## config.mk

```make
export PLATFORM = sky130hd
export DESIGN_NAME = pb_io_router
export DESIGN_NICKNAME = d
export VERILOG_FILES = /design/src/rtl/pb_io_router.sv
export SDC_FILE = /design/constraint.sdc
export NUM_CORES = 1
export LEC_CHECK = 0
export CAP_MARGIN = 5
export CORE_AREA = 10 10 107 128
export DETAILED_ROUTE_END_ITERATION = 8
export DIE_AREA = 0 0 117 138
export PLACE_DENSITY = 0.75
export SYNTH_ARGS = -nofsm -noshare
export SYNTH_HDL_FRONTEND = slang
export SYNTH_SLANG_ARGS = --single-unit
export TNS_END_PERCENT = 20
```

## constraint.sdc

```tcl
create_clock -name CLK -period 1.71 [get_ports CLK]
set_clock_uncertainty 0.05 [all_clocks]
set_input_delay 0.342 -clock CLK [delete_from_list [all_inputs] [get_ports CLK]]
set_output_delay 0.342 -clock CLK [all_outputs]
set_load 0.05 [all_outputs]
```

## src/rtl/pb_io_router.sv

```systemverilog
// -----------------------------------------------------------------------------
// pb_io_router
// PicoBlaze I/O bus router. Decodes port_id into registered read data, one-cycle
// read-acknowledge pulses, one-cycle write strobes and latched output registers,
// and hosts an edge-triggered interrupt controller mapped at IRQ_BASE/IRQ_BASE+1.
//
// Ports:
//   CLK           system clock
//   reset         asynchronous, active-low reset
//   port_id       PicoBlaze port address
//   read_strobe   PicoBlaze read strobe
//   write_strobe  PicoBlaze write strobe
//   out_port      PicoBlaze write data
//   in_port       registered read data back to PicoBlaze (1-cycle latency)
//   interrupt     registered interrupt request to PicoBlaze
//   in_data       flattened input-port data, port i at [8i+7:8i]
//   rd_ack        one-cycle read acknowledge per input port
//   wr_stb        one-cycle write strobe per output port
//   out_data      flattened latched output registers, port j at [8j+7:8j]
//   irq_src       interrupt request levels, synchronous to CLK
//
// Address map: reads of IRQ_BASE return irq_pend, reads of IRQ_BASE+1 return
// irq_en. Writes to IRQ_BASE load irq_en, writes to IRQ_BASE+1 clear irq_pend
// bits (write-one-to-clear). Both IRQ addresses take priority over any data
// port that happens to overlap them.
// -----------------------------------------------------------------------------
module pb_io_router #(
    parameter int                NUM_IN   = 8,
    parameter int                NUM_OUT  = 8,
    parameter int                NUM_IRQ  = 4,
    parameter logic [7:0]        IN_BASE  = 8'h00,
    parameter logic [7:0]        OUT_BASE = 8'h00,
    parameter logic [7:0]        IRQ_BASE = 8'hF0,
    parameter logic [NUM_IN-1:0] ACK_MASK = {NUM_IN{1'b1}}
) (
    input  logic                   CLK,
    input  logic                   reset,
    input  logic [7:0]             port_id,
    input  logic                   read_strobe,
    input  logic                   write_strobe,
    input  logic [7:0]             out_port,
    output logic [7:0]             in_port,
    output logic                   interrupt,
    input  logic [8*NUM_IN-1:0]    in_data,
    output logic [NUM_IN-1:0]      rd_ack,
    output logic [NUM_OUT-1:0]     wr_stb,
    output logic [8*NUM_OUT-1:0]   out_data,
    input  logic [NUM_IRQ-1:0]     irq_src
);

    localparam logic [7:0] IRQ_ADDR0 = IRQ_BASE;
    localparam logic [7:0] IRQ_ADDR1 = IRQ_BASE + 8'd1;

    // Registered state
    logic [7:0]           in_port_r;
    logic [NUM_IN-1:0]    rd_ack_r;
    logic [NUM_OUT-1:0]   wr_stb_r;
    logic [8*NUM_OUT-1:0] out_data_r;
    logic [NUM_IRQ-1:0]   irq_en_r;
    logic [NUM_IRQ-1:0]   irq_pend_r;
    logic [NUM_IRQ-1:0]   irq_src_d_r;
    logic                 interrupt_r;

    // Decode results
    logic                 hit_irq0_s;
    logic                 hit_irq1_s;
    logic                 hit_irq_s;
    logic [NUM_IN-1:0]    in_hit_s;
    logic [NUM_OUT-1:0]   out_hit_s;
    logic [7:0]           rd_data_s;
    logic [7:0]           pend_ext_s;
    logic [7:0]           en_ext_s;
    logic [NUM_IN-1:0]    rd_ack_s;
    logic                 en_wr_s;
    logic [NUM_IRQ-1:0]   clr_s;
    logic [NUM_IRQ-1:0]   rise_s;
    logic [NUM_IRQ-1:0]   pend_nxt_s;

    // Address decode, read-data mux and interrupt next-state logic
    always_comb begin
        hit_irq0_s = (port_id == IRQ_ADDR0);
        hit_irq1_s = (port_id == IRQ_ADDR1);
        hit_irq_s  = hit_irq0_s | hit_irq1_s;

        // Data-port addresses are distinct, so at most one hit bit is set and
        // an OR-reduction of masked bytes acts as the read mux.
        in_hit_s  = '0;
        rd_data_s = 8'h00;
        for (int i = 0; i < NUM_IN; i++) begin
            in_hit_s[i] = (port_id == 8'(IN_BASE + i)) & ~hit_irq_s;
            rd_data_s   = rd_data_s | (in_data[8*i +: 8] & {8{in_hit_s[i]}});
        end
        rd_ack_s = in_hit_s & ACK_MASK & {NUM_IN{read_strobe}};

        out_hit_s = '0;
        for (int j = 0; j < NUM_OUT; j++) begin
            out_hit_s[j] = write_strobe & (port_id == 8'(OUT_BASE + j)) & ~hit_irq_s;
        end

        // Upper IRQ read bits are zero-extended.
        pend_ext_s                = 8'h00;
        pend_ext_s[NUM_IRQ-1:0]   = irq_pend_r;
        en_ext_s                  = 8'h00;
        en_ext_s[NUM_IRQ-1:0]     = irq_en_r;
        if (hit_irq0_s) begin
            rd_data_s = pend_ext_s;
        end else if (hit_irq1_s) begin
            rd_data_s = en_ext_s;
        end else begin
            rd_data_s = rd_data_s;
        end

        // Set has priority over clear on the same bit.
        en_wr_s    = write_strobe & hit_irq0_s;
        clr_s      = out_port[NUM_IRQ-1:0] & {NUM_IRQ{write_strobe & hit_irq1_s}};
        rise_s     = irq_src & ~irq_src_d_r;
        pend_nxt_s = (irq_pend_r & ~clr_s) | rise_s;
    end

    // All outputs and interrupt-controller state registers
    always_ff @(posedge CLK or negedge reset) begin
        if (!reset) begin
            in_port_r   <= 8'h00;
            rd_ack_r    <= '0;
            wr_stb_r    <= '0;
            out_data_r  <= '0;
            irq_en_r    <= '0;
            irq_pend_r  <= '0;
            irq_src_d_r <= '0;
            interrupt_r <= 1'b0;
        end else begin
            in_port_r   <= rd_data_s;
            rd_ack_r    <= rd_ack_s;
            wr_stb_r    <= out_hit_s;
            for (int j = 0; j < NUM_OUT; j++) begin
                if (out_hit_s[j]) begin
                    out_data_r[8*j +: 8] <= out_port;
                end
            end
            if (en_wr_s) begin
                irq_en_r <= out_port[NUM_IRQ-1:0];
            end
            irq_pend_r  <= pend_nxt_s;
            irq_src_d_r <= irq_src;
            // Uses the current pending value, so interrupt trails irq_pend by one cycle.
            interrupt_r <= |(irq_pend_r & irq_en_r);
        end
    end

    assign in_port   = in_port_r;
    assign rd_ack    = rd_ack_r;
    assign wr_stb    = wr_stb_r;
    assign out_data  = out_data_r;
    assign interrupt = interrupt_r;

endmodule

```

==> summary.md <==
| Metric | Value |
|---|---|
| Status | `finished, final reports clean` |
| Post-Syn Nets | `397` |
| Vias post-DR | `3360` |
| Rows | `43` |
| Via/cell ratio | `5.05` |
| Post-synth ARST share | `between 90% and 100%` |
| Normalized max-slew margin | `74.6%` |
| DP Worst Slack | `-0.629 ns` |
| Synth-to-Final Area Change | `52.7%` |
| Initial antenna violation count | `0` |
| F_max | `0.603 GHz` |
| Synth cell types | `45` |
| First-pass GRT wire length | `20100 microns` |
| Post-layout nets | `615` |
| Post-DP HPWL | `between 10000 and 15000 microns` |
| Antenna-violating nets left | `0` |
| Worst-Skew Late Latency | `about 0.33 ns` |
| Final worst slack | `0.0524 ns` |
| Worst min-delay path class | `input pin to register` |
| Post-detailed-route wirelength per cell | `approximately 20 microns` |
| Clock Tree Buf Depth | `2` |
| Num Clock Sinks | `101` |
| Commonest cells after routing, fill and taps aside | `buf_4, dfrtp_1, clkdlybuf4s50_1` |
| # port buffers | `approximately 180` |
| Startpoint Class | `input pin` |
| Sequential fraction of the synthesis area | `a little under three fifths` |
| Drt initial violations | `roughly 160` |
| WP buf/inv | `2` |
| Final Slew Violations | `0` |
| Slowest cell on crit path | `or3_4` |
| Worst Path Class, Setup | `input pin to register` |
| DIE WIDTH | `117 microns` |
| Critical Path, Cell by Cell | `buf_2 > or3_4 > or2_4 > nor3b_4 > buf_4 > mux2_4` |
| Worst setup EP type | `register` |
| Vias in the first global route | `between 3000 and 4000` |
| CTS tree | `built` |
| WHS | `0.332 ns` |
| CTS Buf Count | `9` |
| Pwr/cell area | `794 nW/um^2` |
| Largest net degree at the start of global routing | `40` |
| Syn Std Cell Area | `4460 sq um` |
| Initial Util | `39.5%` |
| Total gr overflow | `0` |
| Reg area | `2530 sq um` |
| Ports | `~180` |
| Flops & latches, synth | `101` |
| Post-synth EDFFs | `0` |
| Cells after Synth | `just over 300` |
| DR pass1 iterations | `4` |
| Multi-input gate area | `1810 sq um` |
| Final setup violating endpoints | `0` |
| Top delay family on crit path | `simple AND/OR/NAND/NOR gates` |
| Die Ht | `138 microns` |
| Synth Warn # | `0` |
| Post-synth top flop | `dfrtp_1` |
| CORE AREA | `11300 sq um` |
| Total track usage | `between 10% and 20%` |
| Syn_area_per_cell | `14.4 sq um` |
| Die area | `~16000 sq um` |
| Placer's final routability congestion estimate | `0.863` |
| Crit path max fanout | `4` |
| Fillers | `931` |
| Clock Root Buffer | `clkbuf_16` |
| Worst Tran Pin Value | `about 0.38 ns` |
| Maximum VDD drop | `0.437 mV` |
| Final hold violation count | `0` |
| CTS clk-pin slew, worst paths | `0.06 ns` |
| Critical Path AT | `roughly 1.8 ns` |
| Drt drc | `0` |
| Layout Cell Area excl Fill | `6820 sq um` |
| Final min period | `1.66 ns` |
| Placed standard-cell area | `6440 sq um` |
| CP required | `1.88 ns` |
| Worst stage delay on the critical path | `0.41 ns` |
| Lkg Pwr | `approximately 3.4 nW` |
| Fin crit share | `96.9%` |
| Commonest non-fill, non-tap cell in the layout | `buf_4` |
| N_diodes | `0` |
| Total routed wirelength | `13200 microns` |
| Max Cap Violations | `0` |
| Share of cells above drive strength 1 | `46.8%` |
| Utilization after layout | `60.3%` |
| RSZ-0062 raised after global routing | `no` |
| H-tree depth | `3` |
-- final timing paths --
check                           slack (ns)  depth (start not counted)           end         start
worst max-delay path                  0.05                          6   irq_en_r[2]    port_id[2]
worst min-delay path                  0.33                          3    in_port[3]    port_id[3]
worst max register to register        0.61                          3    in_port[3]   irq_en_r[3]
worst min register to register        0.46                          1  out_data[62]  out_data[62]
max in group asynchronous             0.69                          3  out_data[42]         reset
min in group asynchronous             0.40                          2  out_data[35]         reset
-- through the flow --
| stage | total power, mW | std cells | setup TNS, ns |
|---|---|---|---|
| floorplan | 3.09 | 309 | -2.36 |
| global placement | 3.59 | 642 | -44.29 |
| detailed placement | 3.61 | 642 | -45.50 |
| CTS | 5.46 | 662 | -0.0298 |
| global route | 5.60 | 665 | 0 |
| finish | 5.41 | 665 | 0 |
-- cell type report --
cell class / instances / share of cell area, %
tap: 135 / 2.48
clock inverter: 1 / 0.110
timing repair buffer: 226 / 29.6
clock buffer: 13 / 3.82
multi-input combinational: 181 / 26.5
inverter: 8 / 0.441
sequential: 101 / 37.1
-- report_power, final --
| part | internal [mW] | switching [mW] | total [mW] | leakage [nW] |
|---|---|---|---|---|
| clock | 1.05 | 0.801 | 1.85 | 0.128 |
| sequential | 2.48 | 0.0532 | 2.53 | 1.37 |
| combinational | 0.467 | 0.561 | 1.03 | 1.95 |
-- per-layer routing --
layer,share of wire (%),GRT usage (%),vias up
met5,0,0,-
met4,1.5,4.89,0
met3,9.4,5.84,14
met2,48,25.4,152
met1,41,19.1,1646
li1,-,-,1548
-- state kept, by name, indices dropped and copies added (netlist names) --
name and flops:
in_port 8, rd_ack 8, irq_pend_r 4, interrupt 1, irq_en_r 4, irq_src_d_r 4, wr_stb 8, out_data 64
-- synth_stat cells, types with 2 or more instances --
cell      number  area, sq um
dfrtp_1      101         2530
mux2_2        45          507
mux2_4        24          360
mux2i_1       19          190
nor2_1        12         45.0
inv_1          8         30.0
a21oi_1        7         35.0
buf_2          6         30.0
mux4_2         6          135
buf_6          5         56.3
nand2_1        5         18.8
nand4_1        5         31.3
nor3_1         5         25.0
o22ai_1        5         31.3
a22o_1         4         35.0
buf_1          4         15.0
nand3_1        4         20.0
nor2_4         4         45.0
a22oi_1        3         22.5
clkbuf_1       3         11.3
nand3b_1       3         22.5
or2_1          3         18.8
a211oi_1       2         15.0
buf_4          2         15.0
nor2b_1        2         12.5
o21ai_0        2         10.0
o31ai_1        2         15.0
-- kinds of logic (layout without fill, tap and decap cells) --
group	Yosys count	in the layout	share of synthesized area, %
buffers and inverters	28	248	3.53
flip-flops	101	101	56.6
multiplexers	94	94	26.7
AO/OA/AOI/OAI	29	29	4.43
AND/OR/NAND/NOR	57	58	8.72
-- worst register-to-register path, delay by kind of cell (launching register included) --
family	cells	cell delay, ns
AOI/OAI and AO/OA	2	0.26
DFF	1	0.40
muxes	1	0.27
-- repair_timing --
action | 4_1_cts | 5_1_grt
resized for setup | 19 | 9
setup endpoints to repair | 76 | 51
buffers inserted | 5 | 1
hold endpoints to repair | 21 | 0
hold buffers | 1 | 0
pin swaps | 7 | 3
cloned | 0 | 2
Power figures use the tool's default switching activity.
